**config.mk**
```make
export PLATFORM = sky130hd
export DESIGN_NAME = arm_multicycle_controller
export DESIGN_NICKNAME = d
export VERILOG_FILES = /design/src/rtl/arm_mc_pkg.sv /design/src/rtl/arm_mc_cond_logic.sv /design/src/rtl/arm_multicycle_controller.sv
export SDC_FILE = /design/constraint.sdc
export NUM_CORES = 1
export LEC_CHECK = 0
export ABC_AREA = 1
export CAP_MARGIN = 20
export CELL_PAD_IN_SITES_DETAIL_PLACEMENT = 0
export CELL_PAD_IN_SITES_GLOBAL_PLACEMENT = 1
export CORE_AREA = 2 2 68 70
export DETAILED_ROUTE_END_ITERATION = 12
export DIE_AREA = 0 0 70 72
export PLACE_DENSITY = 0.78
export SYNTH_ARGS = -nofsm -noshare
export SYNTH_HDL_FRONTEND = slang
export SYNTH_SLANG_ARGS = --single-unit
```
**constraint.sdc**
```tcl
create_clock -name i_CLK -period 1.7 [get_ports i_CLK]
set_input_delay 0.425 -clock i_CLK [delete_from_list [all_inputs] [get_ports i_CLK]]
set_output_delay 0.425 -clock i_CLK [all_outputs]
set_load 0.005 [all_outputs]
```
**src/rtl/arm_mc_pkg.sv**
```systemverilog
// arm_mc_pkg: shared state encodings, condition/ALU enums, mux selects and the
// data-processing decode helper for the ARM multicycle controller.
package arm_mc_pkg;

    // FSM state encodings, also exported on o_State for debug
    localparam logic [3:0] StFetch  = 4'd0;
    localparam logic [3:0] StDecode = 4'd1;
    localparam logic [3:0] StMemAdr = 4'd2;
    localparam logic [3:0] StMemRd  = 4'd3;
    localparam logic [3:0] StMemWb  = 4'd4;
    localparam logic [3:0] StMemWr  = 4'd5;
    localparam logic [3:0] StExecR  = 4'd6;
    localparam logic [3:0] StExecI  = 4'd7;
    localparam logic [3:0] StAluWb  = 4'd8;
    localparam logic [3:0] StBranch = 4'd9;

    typedef enum logic [3:0] {
        CondEq = 4'b0000, CondNe = 4'b0001, CondCs = 4'b0010, CondCc = 4'b0011,
        CondMi = 4'b0100, CondPl = 4'b0101, CondVs = 4'b0110, CondVc = 4'b0111,
        CondHi = 4'b1000, CondLs = 4'b1001, CondGe = 4'b1010, CondLt = 4'b1011,
        CondGt = 4'b1100, CondLe = 4'b1101, CondAl = 4'b1110, CondNv = 4'b1111
    } cond_e;

    typedef enum logic [2:0] {
        AluAdd = 3'd0,
        AluSub = 3'd1,
        AluAnd = 3'd2,
        AluOrr = 3'd3,
        AluEor = 3'd4
    } alu_op_e;

    // Mux select constants
    localparam logic       AdrPc      = 1'b0;
    localparam logic       AdrAluOut  = 1'b1;
    localparam logic [1:0] ResAluOut  = 2'b00;
    localparam logic [1:0] ResData    = 2'b01;
    localparam logic [1:0] ResAlu     = 2'b10;
    localparam logic [1:0] SrcARd1    = 2'b00;
    localparam logic [1:0] SrcAPc     = 2'b01;
    localparam logic [1:0] SrcAAluOut = 2'b10;
    localparam logic [1:0] SrcBRd2    = 2'b00;
    localparam logic [1:0] SrcBImm    = 2'b01;
    localparam logic [1:0] SrcBFour   = 2'b10;
    localparam logic [1:0] Imm8       = 2'b00;
    localparam logic [1:0] Imm12      = 2'b01;
    localparam logic [1:0] Imm24      = 2'b10;

    typedef struct packed {
        alu_op_e alu_op;
        logic    reg_write;
        logic    flag_nz;
        logic    flag_cv;
    } dp_ctrl_t;

    // funct[4:1] -> ALU op, register write and which flag groups may update
    function automatic dp_ctrl_t dp_decode(input logic [3:0] cmd);
        dp_ctrl_t c;
        c = '{AluAdd, 1'b0, 1'b0, 1'b0};
        case (cmd)
            4'b0100: c = '{AluAdd, 1'b1, 1'b1, 1'b1};
            4'b0010: c = '{AluSub, 1'b1, 1'b1, 1'b1};
            4'b0000: c = '{AluAnd, 1'b1, 1'b1, 1'b0};
            4'b1100: c = '{AluOrr, 1'b1, 1'b1, 1'b0};
            4'b0001: c = '{AluEor, 1'b1, 1'b1, 1'b0};
            4'b1010: c = '{AluSub, 1'b0, 1'b1, 1'b1};
            4'b1000: c = '{AluAnd, 1'b0, 1'b1, 1'b0};
            default: c = '{AluAdd, 1'b0, 1'b0, 1'b0};
        endcase
        return c;
    endfunction

endpackage

```
**src/rtl/arm_mc_cond_logic.sv**
```systemverilog
// arm_mc_cond_logic: NZCV flag register plus ARM condition-code evaluation.
module arm_mc_cond_logic
    import arm_mc_pkg::*;
(
    input  logic       i_CLK,
    input  logic       i_RESET,
    input  logic [3:0] i_Cond,
    input  logic [3:0] i_ALU_Flags,
    input  logic [1:0] i_Flag_Write,  // bit1 = NZ group, bit0 = CV group
    output logic       o_Cond_Ex
);

    logic [3:0] flags_q, flags_d;
    logic       n, z, c, v;

    assign {n, z, c, v} = flags_q;

    // Evaluate the instruction condition against the stored flags
    always_comb begin
        o_Cond_Ex = 1'b0;
        case (cond_e'(i_Cond))
            CondEq:  o_Cond_Ex = z;
            CondNe:  o_Cond_Ex = ~z;
            CondCs:  o_Cond_Ex = c;
            CondCc:  o_Cond_Ex = ~c;
            CondMi:  o_Cond_Ex = n;
            CondPl:  o_Cond_Ex = ~n;
            CondVs:  o_Cond_Ex = v;
            CondVc:  o_Cond_Ex = ~v;
            CondHi:  o_Cond_Ex = c & ~z;
            CondLs:  o_Cond_Ex = ~c | z;
            CondGe:  o_Cond_Ex = (n == v);
            CondLt:  o_Cond_Ex = (n != v);
            CondGt:  o_Cond_Ex = ~z & (n == v);
            CondLe:  o_Cond_Ex = z | (n != v);
            CondAl:  o_Cond_Ex = 1'b1;
            default: o_Cond_Ex = 1'b0;  // 1111 never executes
        endcase
    end

    // Flags update only when the instruction itself passes its condition
    always_comb begin
        flags_d = flags_q;
        if (o_Cond_Ex && i_Flag_Write[1]) flags_d[3:2] = i_ALU_Flags[3:2];
        if (o_Cond_Ex && i_Flag_Write[0]) flags_d[1:0] = i_ALU_Flags[1:0];
    end

    // Flag register, cleared by reset
    always_ff @(posedge i_CLK or posedge i_RESET) begin
        if (i_RESET) flags_q <= 4'b0000;
        else         flags_q <= flags_d;
    end

endmodule

```
**src/rtl/arm_multicycle_controller.sv**
```systemverilog
// arm_multicycle_controller: Moore FSM control unit for a multicycle ARM datapath.
// Optional build macro ARM_MC_MEM_WAIT_EN adds i_Mem_Ready and stalls FETCH, MEMRD
// and MEMWR until memory is ready; otherwise memory is treated as always ready.
module arm_multicycle_controller
    import arm_mc_pkg::*;
#(
    parameter int unsigned INSTR_W    = 32,
    parameter int unsigned ALU_CTRL_W = 3   // must be at least 3
) (
    input  logic                  i_CLK,
    input  logic                  i_RESET,
    input  logic [INSTR_W-1:0]    i_Instr,
    input  logic [3:0]            i_ALU_Flags,
    output logic                  o_PC_Write,
    output logic                  o_Adr_Src,
    output logic                  o_IR_Write,
    output logic                  o_Mem_Write,
    output logic                  o_Reg_Write,
    output logic [1:0]            o_Result_Src,
    output logic [1:0]            o_ALU_SrcA,
    output logic [1:0]            o_ALU_SrcB,
    output logic [1:0]            o_Imm_Src,
    output logic [1:0]            o_Reg_Src,
    output logic [ALU_CTRL_W-1:0] o_ALU_Control,
    output logic [3:0]            o_State
`ifdef ARM_MC_MEM_WAIT_EN
    ,
    input  logic                  i_Mem_Ready
`endif
);

    logic [3:0] cond;
    logic [1:0] op;
    logic [5:0] funct;
    logic [3:0] rd;
    logic       mem_ready;
    logic       cond_ex;
    logic [1:0] flag_write;
    logic [3:0] state_q, state_d;
    alu_op_e    alu_op;
    dp_ctrl_t   dp;
    logic       is_store;
    logic       rd_is_pc;

    if (INSTR_W == 32) begin : g_full
        assign cond  = i_Instr[31:28];
        assign op    = i_Instr[27:26];
        assign funct = i_Instr[25:20];
        assign rd    = i_Instr[15:12];
        logic unused_instr_bits;
        assign unused_instr_bits = ^{i_Instr[19:16], i_Instr[11:0]};
    end else begin : g_compact
        assign cond  = i_Instr[15:12];
        assign op    = i_Instr[11:10];
        assign funct = i_Instr[9:4];
        assign rd    = i_Instr[3:0];
    end

`ifdef ARM_MC_MEM_WAIT_EN
    assign mem_ready = i_Mem_Ready;
`else
    assign mem_ready = 1'b1;
`endif

    assign dp       = dp_decode(funct[4:1]);
    assign is_store = (op == 2'b01) && !funct[0];
    assign rd_is_pc = (rd == 4'd15);

    // Flags are captured on the edge that ends EXECR/EXECI when S is set
    assign flag_write = ((state_q == StExecR || state_q == StExecI) && funct[0])
                        ? {dp.flag_nz, dp.flag_cv} : 2'b00;

    arm_mc_cond_logic u_cond (
        .i_CLK        (i_CLK),
        .i_RESET      (i_RESET),
        .i_Cond       (cond),
        .i_ALU_Flags  (i_ALU_Flags),
        .i_Flag_Write (flag_write),
        .o_Cond_Ex    (cond_ex)
    );

    // Next-state sequencing
    always_comb begin
        state_d = state_q;
        case (state_q)
            StFetch:  if (mem_ready) state_d = StDecode;
            StDecode: begin
                case (op)
                    2'b01:   state_d = StMemAdr;
                    2'b00:   state_d = funct[5] ? StExecI : StExecR;
                    2'b10:   state_d = StBranch;
                    default: state_d = StFetch;  // undefined, no side effects
                endcase
            end
            StMemAdr: state_d = funct[0] ? StMemRd : StMemWr;
            StMemRd:  if (mem_ready) state_d = StMemWb;
            StMemWr:  if (mem_ready) state_d = StFetch;
            StExecR:  state_d = StAluWb;
            StExecI:  state_d = StAluWb;
            default:  state_d = StFetch;
        endcase
    end

    // State register
    always_ff @(posedge i_CLK or posedge i_RESET) begin
        if (i_RESET) state_q <= StFetch;
        else         state_q <= state_d;
    end

    // Moore outputs per state; everything forced low while reset is held
    always_comb begin
        o_PC_Write   = 1'b0;
        o_Adr_Src    = AdrPc;
        o_IR_Write   = 1'b0;
        o_Mem_Write  = 1'b0;
        o_Reg_Write  = 1'b0;
        o_Result_Src = ResAluOut;
        o_ALU_SrcA   = SrcARd1;
        o_ALU_SrcB   = SrcBRd2;
        o_Imm_Src    = Imm8;
        o_Reg_Src    = 2'b00;
        alu_op       = AluAdd;
        case (state_q)
            StFetch: begin
                o_IR_Write   = mem_ready;
                o_PC_Write   = mem_ready;
                o_ALU_SrcA   = SrcAPc;
                o_ALU_SrcB   = SrcBFour;
                o_Result_Src = ResAlu;
            end
            StDecode: begin
                // PC+8 precompute; R15 read as Rn, store data read via Rd
                o_ALU_SrcA   = SrcAPc;
                o_ALU_SrcB   = SrcBFour;
                o_Result_Src = ResAlu;
                o_Reg_Src    = {is_store, 1'b1};
            end
            StMemAdr: begin
                o_ALU_SrcB = SrcBImm;
                o_Imm_Src  = Imm12;
                o_Reg_Src  = {is_store, 1'b0};
            end
            StMemRd: o_Adr_Src = AdrAluOut;
            StMemWb: begin
                o_Result_Src = ResData;
                o_Reg_Write  = cond_ex;
                o_PC_Write   = cond_ex & rd_is_pc;
            end
            StMemWr: begin
                o_Adr_Src   = AdrAluOut;
                o_Mem_Write = cond_ex & mem_ready;
                o_Reg_Src   = 2'b10;
            end
            StExecR: alu_op = dp.alu_op;
            StExecI: begin
                alu_op     = dp.alu_op;
                o_ALU_SrcB = SrcBImm;
            end
            StAluWb: begin
                o_Result_Src = ResAluOut;
                o_Reg_Write  = cond_ex & dp.reg_write;
                o_PC_Write   = cond_ex & dp.reg_write & rd_is_pc;
            end
            StBranch: begin
                o_ALU_SrcA   = SrcAAluOut;
                o_ALU_SrcB   = SrcBImm;
                o_Imm_Src    = Imm24;
                o_Result_Src = ResAlu;
                o_PC_Write   = cond_ex;
            end
            default: ;
        endcase
        o_ALU_Control = ALU_CTRL_W'(alu_op);
        o_State       = state_q;
        if (i_RESET) begin
            o_PC_Write    = 1'b0;
            o_Adr_Src     = 1'b0;
            o_IR_Write    = 1'b0;
            o_Mem_Write   = 1'b0;
            o_Reg_Write   = 1'b0;
            o_Result_Src  = 2'b00;
            o_ALU_SrcA    = 2'b00;
            o_ALU_SrcB    = 2'b00;
            o_Imm_Src     = 2'b00;
            o_Reg_Src     = 2'b00;
            o_ALU_Control = '0;
            o_State       = 4'd0;
        end
    end

endmodule
```
; ---- Word level (Yosys, flattened, before mapping)
; Cells that the tools add are included.
[totals]
reg_bits = 8
latch_bits = 0
ramBits = 0
mem_bits_ro = 0
input_bits = 38
out_inout_bits = 22
elab_cells = 93
mem_count = 0
[op_classes]
add_sub_neg = 0
mul = 0
div_mod_pow = 0
n_lt_le_gt_ge = 0
n_eq_ne = 34
n_shift = 0
n_mux = 30
bitwise_logic = 11
n_reduce_logical = 15
[op_table]
columns = cell, count
row1 = "4-bit equality test, second input constant", 13
row2 = 6-bit one-hot mux with 7 select lines, 1
row3 = "4-bit by 3-bit equality test with 1-bit output, second input constant", 9
row4 = "4-bit by 2-bit equality test with 1-bit output, second input constant", 5
row5 = 4-bit one-hot mux with 5 select lines, 1
row6 = 2-bit one-hot mux with 2 select lines, 4
row7 = 1-bit one-hot mux with 15 select lines, 1
row8 = "4-bit by 1-bit equality test with 1-bit output, second input constant", 3
row9 = 4-bit logical NOT, 3
row10 = 2-bit two-way mux, 6
row11 = 4-bit one-hot mux with 3 select lines, 1
row12 = 1-bit two-way mux, 9
row13 = 3-bit two-way mux, 3
row14 = 2-bit one-hot mux with 3 select lines, 1
row15 = 2-bit OR reduction, 3
row16 = 3-bit OR reduction, 2
row17 = 1-bit AND, 5
row18 = 1-bit logical AND, 4
row19 = 4-bit two-way mux, 1
row20 = 1-bit inverter, 4
row21 = 1-bit one-hot mux with 4 select lines, 1
row22 = "2-bit by 1-bit equality test with 1-bit output, second input constant", 1
row23 = "2-bit equality test, second input constant", 1
row24 = 2-bit logical NOT, 1
row25 = 6 further kinds, 7

; ---- Logic depth before layout (Yosys ltp)
; Gate-level depths: netlist of the first run.
[logic_depth]
word_depth = 7
ltp_mapped = 12
ltp_nobuf = 12

; ---- Modules after synthesis
; From an unflattened synthesis of the first run, not the netlist that was laid out.
[hier_totals]
hier_cells = 158
area_unflattened_um2 = 889.6
[modules_own_cells]
columns = module, n_inst, cells_each, area_per_inst_um2, seq_area_each_um2
row1 = arm_multicycle_controller, 1, 90, 513.0, 100.1
row2 = arm_mc_cond_logic, 1, 68, 376.6, 100.1

; ---- Least setup slack after synthesis of the first run
; Ideal clock, no wire load.
[synth_timing]
kind = input -> output
start = input port i_Instr[30]
end = output port o_Mem_Write
arrival_time_ns = 1.133
required_time_ns = 1.275
slack_ns = 0.142
stages = 10
n_path_buf = 0
cell_sequence = inv_1 nor2_1 nand2_1 nand2_1 nand2_1 nand2_1 nor2_4 nand2_4 nand2_1 nor2_1
[synth_between]
elab_chain_len = 4
elab_cells_between_ends = 18
[synth_lines]
columns = element, line_no
row1 = "start, declared", arm_multicycle_controller.sv:12  ; input logic [INSTR_W-1:0] i_Instr,
row2 = 4-bit equality test (tied with other cells), arm_mc_cond_logic.sv:21  ; case (cond_e'(i_Cond))
row3 = 1-bit one-hot mux with 15 select lines *, arm_mc_cond_logic.sv:21
row4 = 1-bit two-way mux *, arm_multicycle_controller.sv:123  ; case (state_q)
row5 = 1-bit two-way mux *, arm_multicycle_controller.sv:175  ; if (i_RESET) begin
row6 = "end, declared", arm_multicycle_controller.sv:17  ; output logic o_Mem_Write,
; Mark *: on every way between the ends. The rest lies on a longest branch, timed or not.

; ---- Worst setup path in the final report of the first run
[layout_timing]
start = register state_q[3]
end = output port o_ALU_SrcB[0]
[layout_between]
elab_chain_len = 4
elab_cells_between_ends = 9
[layout_lines]
columns = element, line_no
row1 = "start, declared", arm_multicycle_controller.sv:39  ; logic [3:0] state_q, state_d;
row2 = "start signal, assigned", arm_multicycle_controller.sv:106  ; if (i_RESET) state_q <= StFetch;
row3 = "start signal, assigned", arm_multicycle_controller.sv:107  ; else state_q <= state_d;
row4 = 4-bit by 3-bit equality test with 1-bit output (tied with other cells), arm_multicycle_controller.sv:123
row5 = 3-bit OR reduction (no source line) or 2-bit OR reduction (tied branches), --
row6 = 2-bit one-hot mux with 2 select lines *, arm_multicycle_controller.sv:123
row7 = 2-bit two-way mux *, arm_multicycle_controller.sv:175
row8 = "end, declared", arm_multicycle_controller.sv:21  ; output logic [1:0] o_ALU_SrcB,
; Marks and branches as above.

==> results of run 1 <==
critical path: stages (launching register included):
cell and delay, ps:
dfrtp_1 410, nor2_2 180, inv_2 90, buf_6 130, nor3_4 140, inv_2 70
buf_6 120, a31oi_1 120, buf_2 130
cell type report:
class | count | area (µm²) | area share [%]
Clock buffer | 3 | 41.3 | 1.91
Inverter | 30 | 123 | 5.68
Tap cell | 52 | 65.1 | 3.01
Timing Repair Buffer | 110 | 927 | 42.9
Multi-Input combinational cell | 123 | 803 | 37.2
Sequential cell | 8 | 200 | 9.27
routing by layer:
metal / part of all wire, % / wire length, µm / up-vias / GRT usage, %
li1: - / - / 743 / -
met1: 41 / 1620 / 653 / 17.5
met2: 52 / 2070 / 44 / 28.9
met3: 4.9 / 194 / 11 / 2.08
met4: 2.3 / 93 / 0 / 5.98
met5: 0 / 0 / - / 0
repair_timing:
item,CTS,global route
gates resized for setup,162,33
buffers inserted,26,7
pin swaps,33,19
setup endpoints to repair,26,22
hold buffers,0,0
cells in the mapped netlist, types with 2 or more instances:
| master | n |
|---|---|
| inv_2 | 3 |
| o211ai_1 | 3 |
| nand3_1 | 20 |
| nand2_1 | 44 |
| inv_1 | 27 |
| nor2_2 | 4 |
| nor2_1 | 26 |
| o21ai_0 | 2 |
| nand2_2 | 3 |
| nor3_1 | 4 |
| a21oi_1 | 2 |
| dfrtp_1 | 8 |
| o22ai_1 | 2 |
| nand4_1 | 2 |
logic make-up after synthesis:
group,count (synthesis),share of synthesized area [%]
AOI/OAI and AO/OA,14,11.4
buffers and inverters,33,14.0
DFF,8,21.7
and+or+nand+nor,109,52.9
flip-flops by register name (all words and copies together) (netlist names):
signal          flops
u_cond.flags_q      4
state_q             4
through the flow:
step | setup WS (ps) | instances | util (%) | hold slack (ps) | instance area, µm²
finish | -342 | 326 | 50.6 | 489 | 2160
floorplan | 142 | 164 | - | 274 | 922
CTS | -317 | 323 | 47.9 | 408 | 2040
global placement | -972 | 295 | 39.7 | 513 | 1690
global route | -404 | 326 | 50.6 | 507 | 2160
detailed placement | -1020 | 295 | 39.7 | 505 | 1690
path summary, 6_finish.rpt:
path | start | end | depth (start not counted)
worst max-delay path | state_q[3] | o_ALU_SrcB[0] | 8
worst min-delay path | i_RESET | u_cond.flags_q[2] | 4
worst max register to register | state_q[3] | u_cond.flags_q[0] | 11
worst min register to register | u_cond.flags_q[3] | u_cond.flags_q[3] | 2
max in group asynchronous | i_RESET | state_q[2] | 4
min in group i_CLK | u_cond.flags_q[3] | u_cond.flags_q[3] | 2
power by group through the flow:
stage	logic (mW)	registers [mW]	clock network, mW
after CTS	1.69	0.306	0.224
after floorplan	0.461	0.290	0
after global routing	2.05	0.317	0.240
after detailed placement	1.09	0.304	0
final	1.92	0.314	0.222
after global placement	1.10	0.302	0
==> summary.txt, run 1 <==
Yosys
  • Syn Nets: a little over 200
  • Top-area cell type share of the netlist area: a little over a fifth
  • Synth area leader: dfrtp_1
  • Synth area leaders: dfrtp_1 22%, nand2_1 18%, inv_1 11%
  • Synth cell types: 28
  • Sequential fraction of the synthesis area: between 20% and 30%
  • Post-Synthesis Mean Instance Area: approximately 5.6 µm²
  • Synth Flop Type: dfrtp_1
  • Yosys warns: 0
  • Post-Synthesis Cells: ~160
  • Synthesis-stage register bit count: 8
  • Syn Std Cell Area: between 900 and 1000 µm²
  • Number of synthesized flops with an enable pin: 0
  • Async set or reset register ratio after synthesis: between 90% and 100%

Pwr
  • Switching fraction of total power: 40.6%
  • Int Power: about 1.5 mW
  • NetSw: between 0.9 and 1 mW
  • Pwr/cell area: between 1000 and 1500 nW/µm²
  • Total power: 2.46 mW
  • Clock power frac: 9.1%
  • Comb pwr share: between 70% and 80%
  • Sequential Power Share: 12.8%
  • Maximum VDD drop: between 0.6 and 0.7 mV
  • Leakage power: between 1 and 1.5 nW

Clock tree
  • CTS buffer count: 3
  • CTS tree: built
  • Clk root buf: clkbuf_8
  • Clock Pin Slew Worst Setup and Hold Paths: approximately 40 ps
  • H-tree Lvls: 1
  • TritonCTS sink count: 8
  • Max Buffers Root-to-Sink: 2
  • Clk_lat worst skew: 220 ps

Run
  • Maxcap violations: 0

Floorplan
  • Core area: approximately 4300 µm²
  • Starting density of the core: a little over a fifth
  • Die Ht: 72 µm
  • Die width: 70 µm
  • Ports: 60
  • Full die area: 5040 µm²
  • Cell Rows: 24

Timing
  • Worst-Margin Slew: ~260 ps
  • Final hold violation count: 0
  • Setup TNS: -3690 ps
  • Final worst setup slack: -342 ps
  • Minimum clock period: ~2000 ps
  • Period utilization: 120%
  • Clock skew: about 1.8 ps
  • RSZ-0062 raised after global routing: yes
  • Setup-failing EPs final: 19
  • Slew margin rel.: 82.7%
  • Fin. max-slew vios: 0
  • Fmax: 490 MHz

Route
  • Drt initial violations: 50
  • Number of remaining DRC errors: 0
  • Post-route ant nets: 0
  • Via-to-Cell Ratio: around 4.5
  • Vias: approximately 1500
  • DR pass1 iterations: 4
  • Final WL: 3980 µm
  • Per-cell routed wire length: about 12 µm

Finish
  • Fillers: just over 400
  • Synth-to-layout area growth: 134%
  • Commonest non-fill, non-tap cell in the layout: buf_4
  • Antenna cells: 0
  • Layout cell share with drive strength beyond 1: about 56%
  • Most frequent cells in the layout: 45 x buf_4, 35 x nand2_1, 26 x buf_6
  • Final nets: 314

Status
  • Failing checks: setup timing
  • Status: finished, violations left

Placement
  • Final HPWL DP: approximately 2600 µm
  • Count of input and output buffers: between 40 and 50
  • Routability cong.: 0.866

Global routing
  • Initial antenna violation count: 0
  • Vias in the first global route: 1495
  • Grt ovf: 0
  • Total GRT Usage: ~15%
  • First-pass GRT wire length: ~6300 µm
  • Largest net degree at the start of global routing: 10

Worst setup path
  • R2r setup slk: about 90 ps
  • Crit path DAT: 1620 ps
  • Critical path class: reg -> out
  • CP Data Required Time: between 1000 and 1500 ps
  • Critical Path Fanout Max: 3
  • Critical Path Start Type: register
  • CP Capture Type: primary output

Min path
  • Worst Hold Class: in -> async
Power figures use the tool's default switching activity.
==> run 2: changes to the inputs <==
--- a/config.mk
+++ b/config.mk
@@ -10,8 +10,9 @@
 export CELL_PAD_IN_SITES_DETAIL_PLACEMENT = 0
 export CELL_PAD_IN_SITES_GLOBAL_PLACEMENT = 1
-export CORE_AREA = 2 2 68 70
+export CORE_AREA = 2 2 53 55
 export DETAILED_ROUTE_END_ITERATION = 12
-export DIE_AREA = 0 0 70 72
-export PLACE_DENSITY = 0.78
+export DIE_AREA = 0 0 55 57
+export DONT_BUFFER_PORTS = 1
+export PLACE_DENSITY = 0.75
 export SYNTH_ARGS = -nofsm -noshare
 export SYNTH_HDL_FRONTEND = slang
==> constraint.sdc (replaced) <==
create_clock -name i_CLK -period 2.3 [get_ports i_CLK]
set_input_delay 0.575 -clock i_CLK [delete_from_list [all_inputs] [get_ports i_CLK]]
set_output_delay 0.575 -clock i_CLK [all_outputs]
set_load 0.1 [all_outputs]
==> run 2 against run 1 <==
Compared with the run above: sequential share of layout area is 3.6 points higher; critical endpoint is now o_Result_Src[1]; cell area shrank 27%; die area fell by 38%; non-clock buffer count fell by 81; largest cell class is now multi-input combinational cells; the run now ends clean.
==> summary.txt, run 2 (same netlist as run 1, synthesis figures left out) <==
Status
  • Status: complete, no violations

Floorplan
  • Die Ht: roughly 57 µm
  • Core area: 2620 µm²
  • Die width: approximately 55 µm
  • Cell Rows: 19
  • Starting density of the core: between 30% and 40%
  • Full die area: around 3100 µm²
  • Ports: 60

Timing
  • Hold slack final: 332 ps
  • Fin. max-slew vios: 0
  • Period utilization: 97.4%
  • Final hold violation count: 0
  • Worst-Margin Slew: around 610 ps
  • Slew margin rel.: 59.1%
  • Setup-failing EPs final: 0
  • Clock skew: approximately 11 ps
  • Final worst setup slack: a little over 60 ps
  • Fmax: between 400 and 500 MHz
  • RSZ-0062 raised after global routing: yes
  • Minimum clock period: around 2200 ps

Pwr
  • Maximum VDD drop: between 0.9 and 1 mV
  • Sequential Power Share: between 10% and 20%
  • Switching fraction of total power: ~62%
  • Clock power frac: 6.3%
  • Comb pwr share: 79.9%
  • Leakage power: about 0.71 nW
  • Int Power: between 0.6 and 0.7 mW
  • Pwr/cell area: about 1100 nW/µm²
  • NetSw: between 1 and 1.5 mW

Global routing
  • Initial antenna violation count: 0
  • First-pass GRT wire length: 4620 µm
  • Total GRT Usage: 19.6%
  • Largest net degree at the start of global routing: 16
  • Vias in the first global route: roughly 1100
  • Grt ovf: 0

Worst setup path
  • CP Capture Type: primary output
  • Critical path class: reg -> out
  • Crit path DAT: approximately 1700 ps
  • Crit path from: state_q[1]
  • CP Data Required Time: around 1700 ps
  • FF-to-FF Start: state_q[2]
  • Critical Path Fanout Max: 6
  • Critical Path Start Type: register

Route
  • Post-route ant nets: 0
  • Final WL: roughly 2800 µm
  • DR pass1 iterations: 4
  • Drt initial violations: 29
  • Vias: between 1000 and 1500
  • Via-to-Cell Ratio: 5.04
  • Number of remaining DRC errors: 0
  • Per-cell routed wire length: between 10 and 15 µm

Min path
  • Worst Hold Class: in -> async

Finish
  • Synth-to-layout area growth: 70.3%
  • Final nets: around 230
  • Layout cell share with drive strength beyond 1: around 44%
  • Most frequent cells in the layout: 39 x nand2_1, 22 x inv_1, 16 x nand3_1
  • Final core utilization: approximately 60%
  • Commonest non-fill, non-tap cell in the layout: nand2_1
  • Largest registers: state_q x4, u_cond.flags_q x4
  • Antenna cells: 0
  • Final Cell Area: roughly 1600 µm²

Clock tree
  • CTS tree: built
  • Max Buffers Root-to-Sink: 2
  • TritonCTS sink count: 8
  • Clk_lat worst skew: between 200 and 300 ps
  • H-tree Lvls: 1
  • CTS buffer count: 3
  • Clock Pin Slew Worst Setup and Hold Paths: approximately 60 ps
  • Clk root buf: clkbuf_4

Run
  • Maxcap violations: 0

Placement
  • Cell Area, Placed: around 1400 µm²
  • Pre-CTS setup slack: roughly 120 ps
  • Final HPWL DP: 2250 µm
  • Routability cong.: 0.822
  • Count of input and output buffers: 0
[run 2: changes by cell type in the layout (fill, tap and decap cells not counted), moves of 4 or more]
cell / change
buf_2: -17
buf_6: -25
dlygate4sd2_1: -6
buf_4: -30
clkdlybuf4s50_1: -12
buf_12: +12
nand2_1: +4
[run 2: cell type report]
cell class                 instances  area (µm²)
tap                               31        38.8
inverter                          30         113
multi-input combinational        123         798
timing repair buffer              29         392
fill                             242        1040
clock buffer                       4        26.3
sequential                         8         203
[run 2: critical path: stages (launching register included)]
cell	delay, ps
dfrtp_2	460
inv_2	160
nand4_1	180
buf_4	200
nor2_4	80
or2_4	320
[run 2: layer usage]
metal | up-vias | share of wire [%] | GRT usage, %
li1 | 576 | - | -
met2 | 45 | 52 | 32.1
met1 | 512 | 40 | 24.8
met4 | 0 | 0.69 | 5.92
met5 | - | 0 | 0
met3 | 2 | 7.2 | 4.97
[run 2: power by group through the flow]
stage	clock network (mW)	logic [mW]	registers, mW
floorplan	0	1.08	0.224
detailed placement	0	1.34	0.242
global placement	0	1.33	0.242
global route	0.124	1.51	0.257
CTS	0.116	1.36	0.243
finish	0.114	1.44	0.249
[run 2: final timing paths]
kind                                      to  slack, ps  cells past startpoint
max                          o_Result_Src[1]         60                      5
max reg2reg                u_cond.flags_q[1]        810                     10
min reg2reg                u_cond.flags_q[3]        510                      2
min in group i_CLK                state_q[3]        410                      1
max in group asynchronous  u_cond.flags_q[2]       1830                      2
min                               state_q[0]        330                      2
[run 2: stage by stage]
step,TNS [ps],std cells,power (mW)
floorplan,-1610,164,1.30
global placement,0,214,1.57
detailed placement,0,214,1.59
CTS,0,220,1.72
global route,-123,225,1.89
finish,0,225,1.80
[run 2: what timing repair did]
action                     4_1_cts  5_1_grt
buffers inserted                 2        5
pin swaps                        0        2
hold buffers                     0        0
cloned                           0        0
gates resized for setup          2       15
setup endpoints to repair        2        7
